<file path="config.mk">
export PLATFORM = sky130hd
export DESIGN_NAME = uart_rx
export DESIGN_NICKNAME = d
export VERILOG_FILES = /design/src/rtl/uart_pkg.sv /design/src/rtl/uart_sync_edge.sv /design/src/rtl/uart_rx.sv
export SDC_FILE = /design/constraint.sdc
export NUM_CORES = 1
export LEC_CHECK = 0
export BUFFER_PORTS_ARGS = -buffer_cell sky130_fd_sc_hd__buf_2
export CORE_ASPECT_RATIO = 0.9
export CORE_MARGIN = 2
export CORE_UTILIZATION = 60
export CTS_BUF_LIST = sky130_fd_sc_hd__clkbuf_2
export CTS_CLUSTER_DIAMETER = 50
export DETAILED_ROUTE_END_ITERATION = 8
export PLACE_DENSITY = 0.8
export SLEW_MARGIN = 20
export SYNTH_ARGS = -nofsm -noshare
export SYNTH_HDL_FRONTEND = slang
export SYNTH_SLANG_ARGS = --single-unit
export TNS_END_PERCENT = 5
</file>
<file path="constraint.sdc">
create_clock -name clk -period 4.5 [get_ports clk]
set_clock_uncertainty 0.1 [all_clocks]
set_input_delay 0.9 -clock clk [delete_from_list [all_inputs] [get_ports clk]]
set_output_delay 0.9 -clock clk [all_outputs]
set_load 0.01 [all_outputs]
</file>
<file path="src/rtl/uart_pkg.sv">
// Shared UART definitions: receiver state encoding, divisor limits and the
// divisor clamp used when a frame starts.
package uart_pkg;

    typedef enum logic [2:0] {
        ST_IDLE  = 3'd0,
        ST_START = 3'd1,
        ST_DATA  = 3'd2,
        ST_STOP  = 3'd3,
        ST_BREAK = 3'd4
    } uart_state_e;

    localparam int                DIV_W           = 16;
    localparam logic [DIV_W-1:0]  DEFAULT_DIVISOR = 16'd5208;
    localparam logic [DIV_W-1:0]  MIN_DIVISOR     = 16'd4;

    // Divisors below MIN_DIVISOR leave no room for a mid-bit sample point.
    function automatic logic [DIV_W-1:0] clamp_divisor(input logic [DIV_W-1:0] div);
        return (div < MIN_DIVISOR) ? MIN_DIVISOR : div;
    endfunction

endpackage

</file>
<file path="src/rtl/uart_sync_edge.sv">
// Multi-flop synchroniser for the asynchronous rx line (resets to the idle
// high level) plus a falling-edge detector on the synchronised value.
module uart_sync_edge #(
    parameter int SYNC_STAGES = 2
) (
    input  logic clk,
    input  logic rst_n,
    input  logic rx,
    output logic rx_s,
    output logic rx_fall
);

    logic [SYNC_STAGES-1:0] sync_r;
    logic                   prev_r;

    // Synchroniser chain and one-cycle history for edge detection.
    always_ff @(posedge clk or negedge rst_n) begin
        if (!rst_n) begin
            sync_r <= {SYNC_STAGES{1'b1}};
            prev_r <= 1'b1;
        end else begin
            sync_r <= {sync_r[SYNC_STAGES-2:0], rx};
            prev_r <= sync_r[SYNC_STAGES-1];
        end
    end

    assign rx_s    = sync_r[SYNC_STAGES-1];
    assign rx_fall = prev_r & ~rx_s;

endmodule

</file>
<file path="src/rtl/uart_rx.sv">
// UART receiver: 8N1-style deserialiser sampling mid-bit with a divisor
// latched at start detection; reports bytes, framing errors and idle state.
module uart_rx
    import uart_pkg::*;
#(
    parameter int DATA_BITS   = 8,
    parameter int SYNC_STAGES = 2
) (
    input  logic                 clk,
    input  logic                 rst_n,
    input  logic [DIV_W-1:0]     rx_baud_divisor,
    input  logic                 rx,
    output logic [DATA_BITS-1:0] rx_data,
    output logic                 rx_valid,
    output logic                 frame_err,
    output logic                 rx_idle
);

    localparam int IDX_W = (DATA_BITS > 1) ? $clog2(DATA_BITS) : 1;
    localparam logic [IDX_W-1:0] LAST_IDX = IDX_W'(DATA_BITS - 1);

    uart_state_e            state_r, state_s;
    logic [DIV_W-1:0]       cnt_r, cnt_s;
    logic [DIV_W-1:0]       div_q_r, div_q_s;
    logic [DIV_W-1:0]       div_eff_s;
    logic [IDX_W-1:0]       idx_r, idx_s;
    logic [DATA_BITS-1:0]   shift_r, shift_s;
    logic [DATA_BITS-1:0]   data_r, data_s;
    logic                   valid_r, valid_s;
    logic                   ferr_r, ferr_s;
    logic                   idle_r;
    logic                   cnt_zero_s;
    logic                   rx_sync_s;
    logic                   rx_fall_s;

    uart_sync_edge #(
        .SYNC_STAGES (SYNC_STAGES)
    ) u_sync_edge (
        .clk     (clk),
        .rst_n   (rst_n),
        .rx      (rx),
        .rx_s    (rx_sync_s),
        .rx_fall (rx_fall_s)
    );

    // Next-state and datapath update for the frame FSM.
    always_comb begin
        state_s    = state_r;
        cnt_s      = cnt_r;
        div_q_s    = div_q_r;
        idx_s      = idx_r;
        shift_s    = shift_r;
        data_s     = data_r;
        valid_s    = 1'b0;
        ferr_s     = 1'b0;
        div_eff_s  = clamp_divisor(rx_baud_divisor);
        cnt_zero_s = (cnt_r == {DIV_W{1'b0}});
        case (state_r)
            ST_IDLE: begin
                if (rx_fall_s) begin
                    div_q_s = div_eff_s;
                    cnt_s   = (div_eff_s >> 1) - 16'd1;
                    state_s = ST_START;
                end else begin
                    state_s = ST_IDLE;
                end
            end
            ST_START: begin
                if (!cnt_zero_s) begin
                    cnt_s = cnt_r - 16'd1;
                end else if (!rx_sync_s) begin
                    cnt_s   = div_q_r - 16'd1;
                    idx_s   = {IDX_W{1'b0}};
                    state_s = ST_DATA;
                end else begin
                    state_s = ST_IDLE;
                end
            end
            ST_DATA: begin
                if (!cnt_zero_s) begin
                    cnt_s = cnt_r - 16'd1;
                end else begin
                    shift_s[idx_r] = rx_sync_s;
                    cnt_s          = div_q_r - 16'd1;
                    if (idx_r == LAST_IDX) begin
                        state_s = ST_STOP;
                    end else begin
                        idx_s = idx_r + {{(IDX_W-1){1'b0}}, 1'b1};
                    end
                end
            end
            ST_STOP: begin
                if (!cnt_zero_s) begin
                    cnt_s = cnt_r - 16'd1;
                end else begin
                    data_s = shift_r;
                    if (rx_sync_s) begin
                        valid_s = 1'b1;
                        state_s = ST_IDLE;
                    end else begin
                        ferr_s  = 1'b1;
                        state_s = ST_BREAK;
                    end
                end
            end
            ST_BREAK: begin
                // A held-low line must return high before a new start is armed.
                if (rx_sync_s) begin
                    state_s = ST_IDLE;
                end else begin
                    state_s = ST_BREAK;
                end
            end
            default: begin
                state_s = ST_IDLE;
            end
        endcase
    end

    // State and registered outputs; idle tracks the state being entered.
    always_ff @(posedge clk or negedge rst_n) begin
        if (!rst_n) begin
            state_r <= ST_IDLE;
            cnt_r   <= {DIV_W{1'b0}};
            div_q_r <= MIN_DIVISOR;
            idx_r   <= {IDX_W{1'b0}};
            shift_r <= {DATA_BITS{1'b0}};
            data_r  <= {DATA_BITS{1'b0}};
            valid_r <= 1'b0;
            ferr_r  <= 1'b0;
            idle_r  <= 1'b1;
        end else begin
            state_r <= state_s;
            cnt_r   <= cnt_s;
            div_q_r <= div_q_s;
            idx_r   <= idx_s;
            shift_r <= shift_s;
            data_r  <= data_s;
            valid_r <= valid_s;
            ferr_r  <= ferr_s;
            idle_r  <= (state_s == ST_IDLE);
        end
    end

    assign rx_data   = data_r;
    assign rx_valid  = valid_r;
    assign frame_err = ferr_r;
    assign rx_idle   = idle_r;

endmodule
</file>
==> impl_metrics.py <==
metrics = {
    "status": {
        "status": "finished, final reports clean",
    },
    "placed_design": {
        "place_inst": 453,
        "numPortBuffers": 29,
        "place_area_um2": 3770,
        "dpl.hpwl_um": 6210,
        "pre_cts_ws_ns": 0.510,
        "gp_congestion": 0.953,
    },
    "worst_setup_path": {
        "critPathLaunchType": "primary input",
        "cp.arrival_ns": 3.93,
        "crit_path_max_fanout": 7,
        "ff2ff_path_depth": 10,
        "worstReg2RegEnd": "cnt_r[4]",
        "r2r_slack_ns": 1.00,
        "critPathCaptureType": "flop",
        "critPathRequiredTime_ns": 4.80,
        "r2r_start": "cnt_r[0]",
        "path_class": "in -> reg",
    },
    "pwr": {
        "leakagePower_nw": 1.66,
        "vdd_ir_drop_max_v": 0.000395,
        "clkPwrFrac_pct": 19.5,
        "p_per_area_nw_per_um2": 562,
        "p_switching_mw": 0.891,
        "switching_share_pct": 40.5,
        "intPower_mw": 1.31,
        "pwr-share-comb_pct": 39.3,
        "p_total_mw": 2.20,
        "p_seq_share_pct": 41.2,
    },
    "synth": {
        "synth_area_leader_cell": "dfrtp_1",
        "yosysWarnings": 0,
        "yosysMostFrequentCell": "dfrtp_1",
        "syn_area_um2": 3580,
        "avgSynthCellArea_um2": 9.80,
        "ys_seq_area_share_pct": 42.1,
        "yosys.cell_types.count": 57,
        "synthArstFlopShare_pct": 100,
        "synth_common_cells": "dfrtp_1, mux2_2, nor2_1, nand2_1, nor3_1",
        "yosys-top-cells-area": "dfrtp_1, mux2_2, dfstp_2",
        "netlist_instances": 365,
        "ys.flop_type": "dfrtp_1",
        "ys_ff_latch": 60,
        "yosysTopAreaCellShare_pct": 38.5,
        "syn_nets": 389,
        "synth-edff-count": 0,
    },
    "timing": {
        "rsz0062_at_grt": "false",
        "fin_crit_ns": 3.63,
        "fmax_ghz": 0.276,
        "fin_hold_ws_ns": 0.270,
        "period_share_pct": 80.6,
        "relSlewSlack_pct": 42.9,
        "final.setup.worst_slack_ns": 0.872,
        "final-hold-violation-count": 0,
        "drv_slew": 0,
        "setup_viol": 0,
        "worst_pin_slew_ns": 0.856,
        "setup-tns-final_ns": 0,
    },
    "floorplan": {
        "die_w_um": 85.4,
        "dieArea_um2": 6600,
        "fp-row-count": 26,
        "core-area_um2": 5730,
        "start_util_pct": 62.5,
        "pin_count": 30,
        "die-height_um": 77.3,
    },
    "clock_network": {
        "cts_resized": 0,
        "cts_tree": "done",
        "clk_pin_slew_ns": 0.18,
        "cts_buffer_depth": 2,
        "cts.sinks": 60,
        "root_buffer": "clkbuf_2",
        "clock_latency_ns": 0.51,
        "cts_max_level": 3,
        "hold_buffers": 0,
        "numCtsBuffers": 9,
        "post-cts-setup-buffer-count": 0,
    },
    "final_layout": {
        "area_growth_pct": 9.51,
        "final_area_um2": 3920,
        "post-route-util_pct": 68.4,
        "layout-drive-gt1-share_pct": 23.1,
        "layout.nets": 418,
        "n_antenna_cell": 0,
        "stdcell_count": 468,
    },
    "route": {
        "dr.pass1.iters": 5,
        "wirelength_um": 8940,
        "vias_per_cell": 6.90,
        "wire_per_inst_um": 19.1,
        "drcViolationCount": 0,
        "route.vias.total": 3230,
        "first_iter_violations": 360,
        "antenna_left": 0,
    },
    "worst_hold_path": {
        "min_from": "u_sync_edge.sync_r[0]",
        "min_path_cells": 0,
        "hold-path-endpoint": "u_sync_edge.sync_r[1]",
        "hold_class": "reg -> reg",
    },
    "global_routing": {
        "grt_pass1_wl_um": 15200,
        "grtUsageTotal_pct": 29.2,
        "grt_overflow": 0,
        "grt_pass1_vias": 2976,
        "grt_max_degree": 34,
        "antenna_found_initial": 0,
    },
    "job": {
        "cap_violations": 0,
    },
}
==> cell families (layout without fill, tap and decap cells) <==
family,Yosys count,after routing,synth area share (%)
DFF,60,60,42.1
buffers and inverters,25,58,3.15
xor gates and xnor gates,24,24,5.88
and+or+nand+nor,139,139,21.2
AOI/OAI and AO/OA,79,79,15.5
muxes,33,33,10.4
adders and majority gates,5,5,1.75
==> power by group through the flow <==
| stage | clock (mW) | sequential, mW | combinational [mW] |
|---|---|---|---|
| after floorplan | 0 | 0.833 | 0.688 |
| after global placement | 0 | 0.897 | 0.815 |
| after detailed placement | 0 | 0.906 | 0.833 |
| after CTS | 0.437 | 0.894 | 0.841 |
| after global routing | 0.462 | 0.931 | 0.947 |
| final | 0.429 | 0.906 | 0.865 |
==> layout make-up <==
cell class | count | area (um^2)
clock buffers | 9 | 45.0
clock inverters | 6 | 104
fillers | 442 | 1810
inverters | 9 | 33.8
multi-input cells | 280 | 1960
flip-flops and latches | 60 | 1510
well taps | 70 | 87.6
repair buffers | 34 | 183
==> registers in the layout, indices dropped and copies added, names as in the netlist <==
| register | cells |
|---|---|
| u_sync_edge.prev_r | 1 |
| rx_valid | 1 |
| rx_data | 8 |
| u_sync_edge.sync_r | 2 |
| state_r | 3 |
| rx_idle | 1 |
| idx_r | 3 |
| cnt_r | 16 |
| div_q_r | 16 |
| frame_err | 1 |
| shift_r | 8 |
==> how the worst max path moves through the flow <==
stage,from,to,slack (ns),cells after the start
after floorplan,rx_baud_divisor[8],cnt_r[10],0.88,10
after detailed placement,rx_baud_divisor[11],cnt_r[10],0.51,10
final,rx_baud_divisor[10],cnt_r[10],0.87,10
after CTS,rx_baud_divisor[11],cnt_r[10],1.02,10
after global placement,rx_baud_divisor[11],cnt_r[10],0.67,10
after global routing,rx_baud_divisor[11],cnt_r[14],0.76,10
==> cells in the final DEF (no fill, tap or decap), types with 3 or more instances in the layout <==
cell type / n
o31ai_1: 6
o211ai_1: 3
buf_4: 5
dfstp_2: 5
a31oi_1: 5
or4_1: 10
nor2_1: 27
xor2_1: 11
mux2i_1: 3
dfrtp_1: 55
ha_1: 5
bufinv_16: 3
buf_2: 29
clkbuf_2: 9
nand2b_1: 5
nor3_1: 21
or3_1: 6
o2bb2ai_1: 7
o21ai_0: 14
or2_2: 3
nor4_1: 9
mux2_2: 29
nand3_1: 15
nand2_1: 21
a22o_1: 5
inv_1: 9
o22ai_1: 8
nand4_1: 5
o221ai_1: 4
and3_1: 3
a21oi_1: 11
xnor2_1: 13
==> per-layer routing <==
metal / wire [um] / global-route usage [%]
met3: 839 / 9.36
met4: 109 / 8.25
met2: 3860 / 39.4
met1: 4130 / 44.9
met5: 0 / 0
==> worst max-delay path, cell delays in order <==
cell	delay, ns
buf_2	0.14
nor4_1	0.67
nand4_1	0.35
o31ai_1	0.47
ha_1	0.28
nand3b_1	0.21
or4_1	0.47
xnor2_1	0.15
a22oi_1	0.19
o2bb2ai_1	0.09
(Power assumes the default switching activity.)
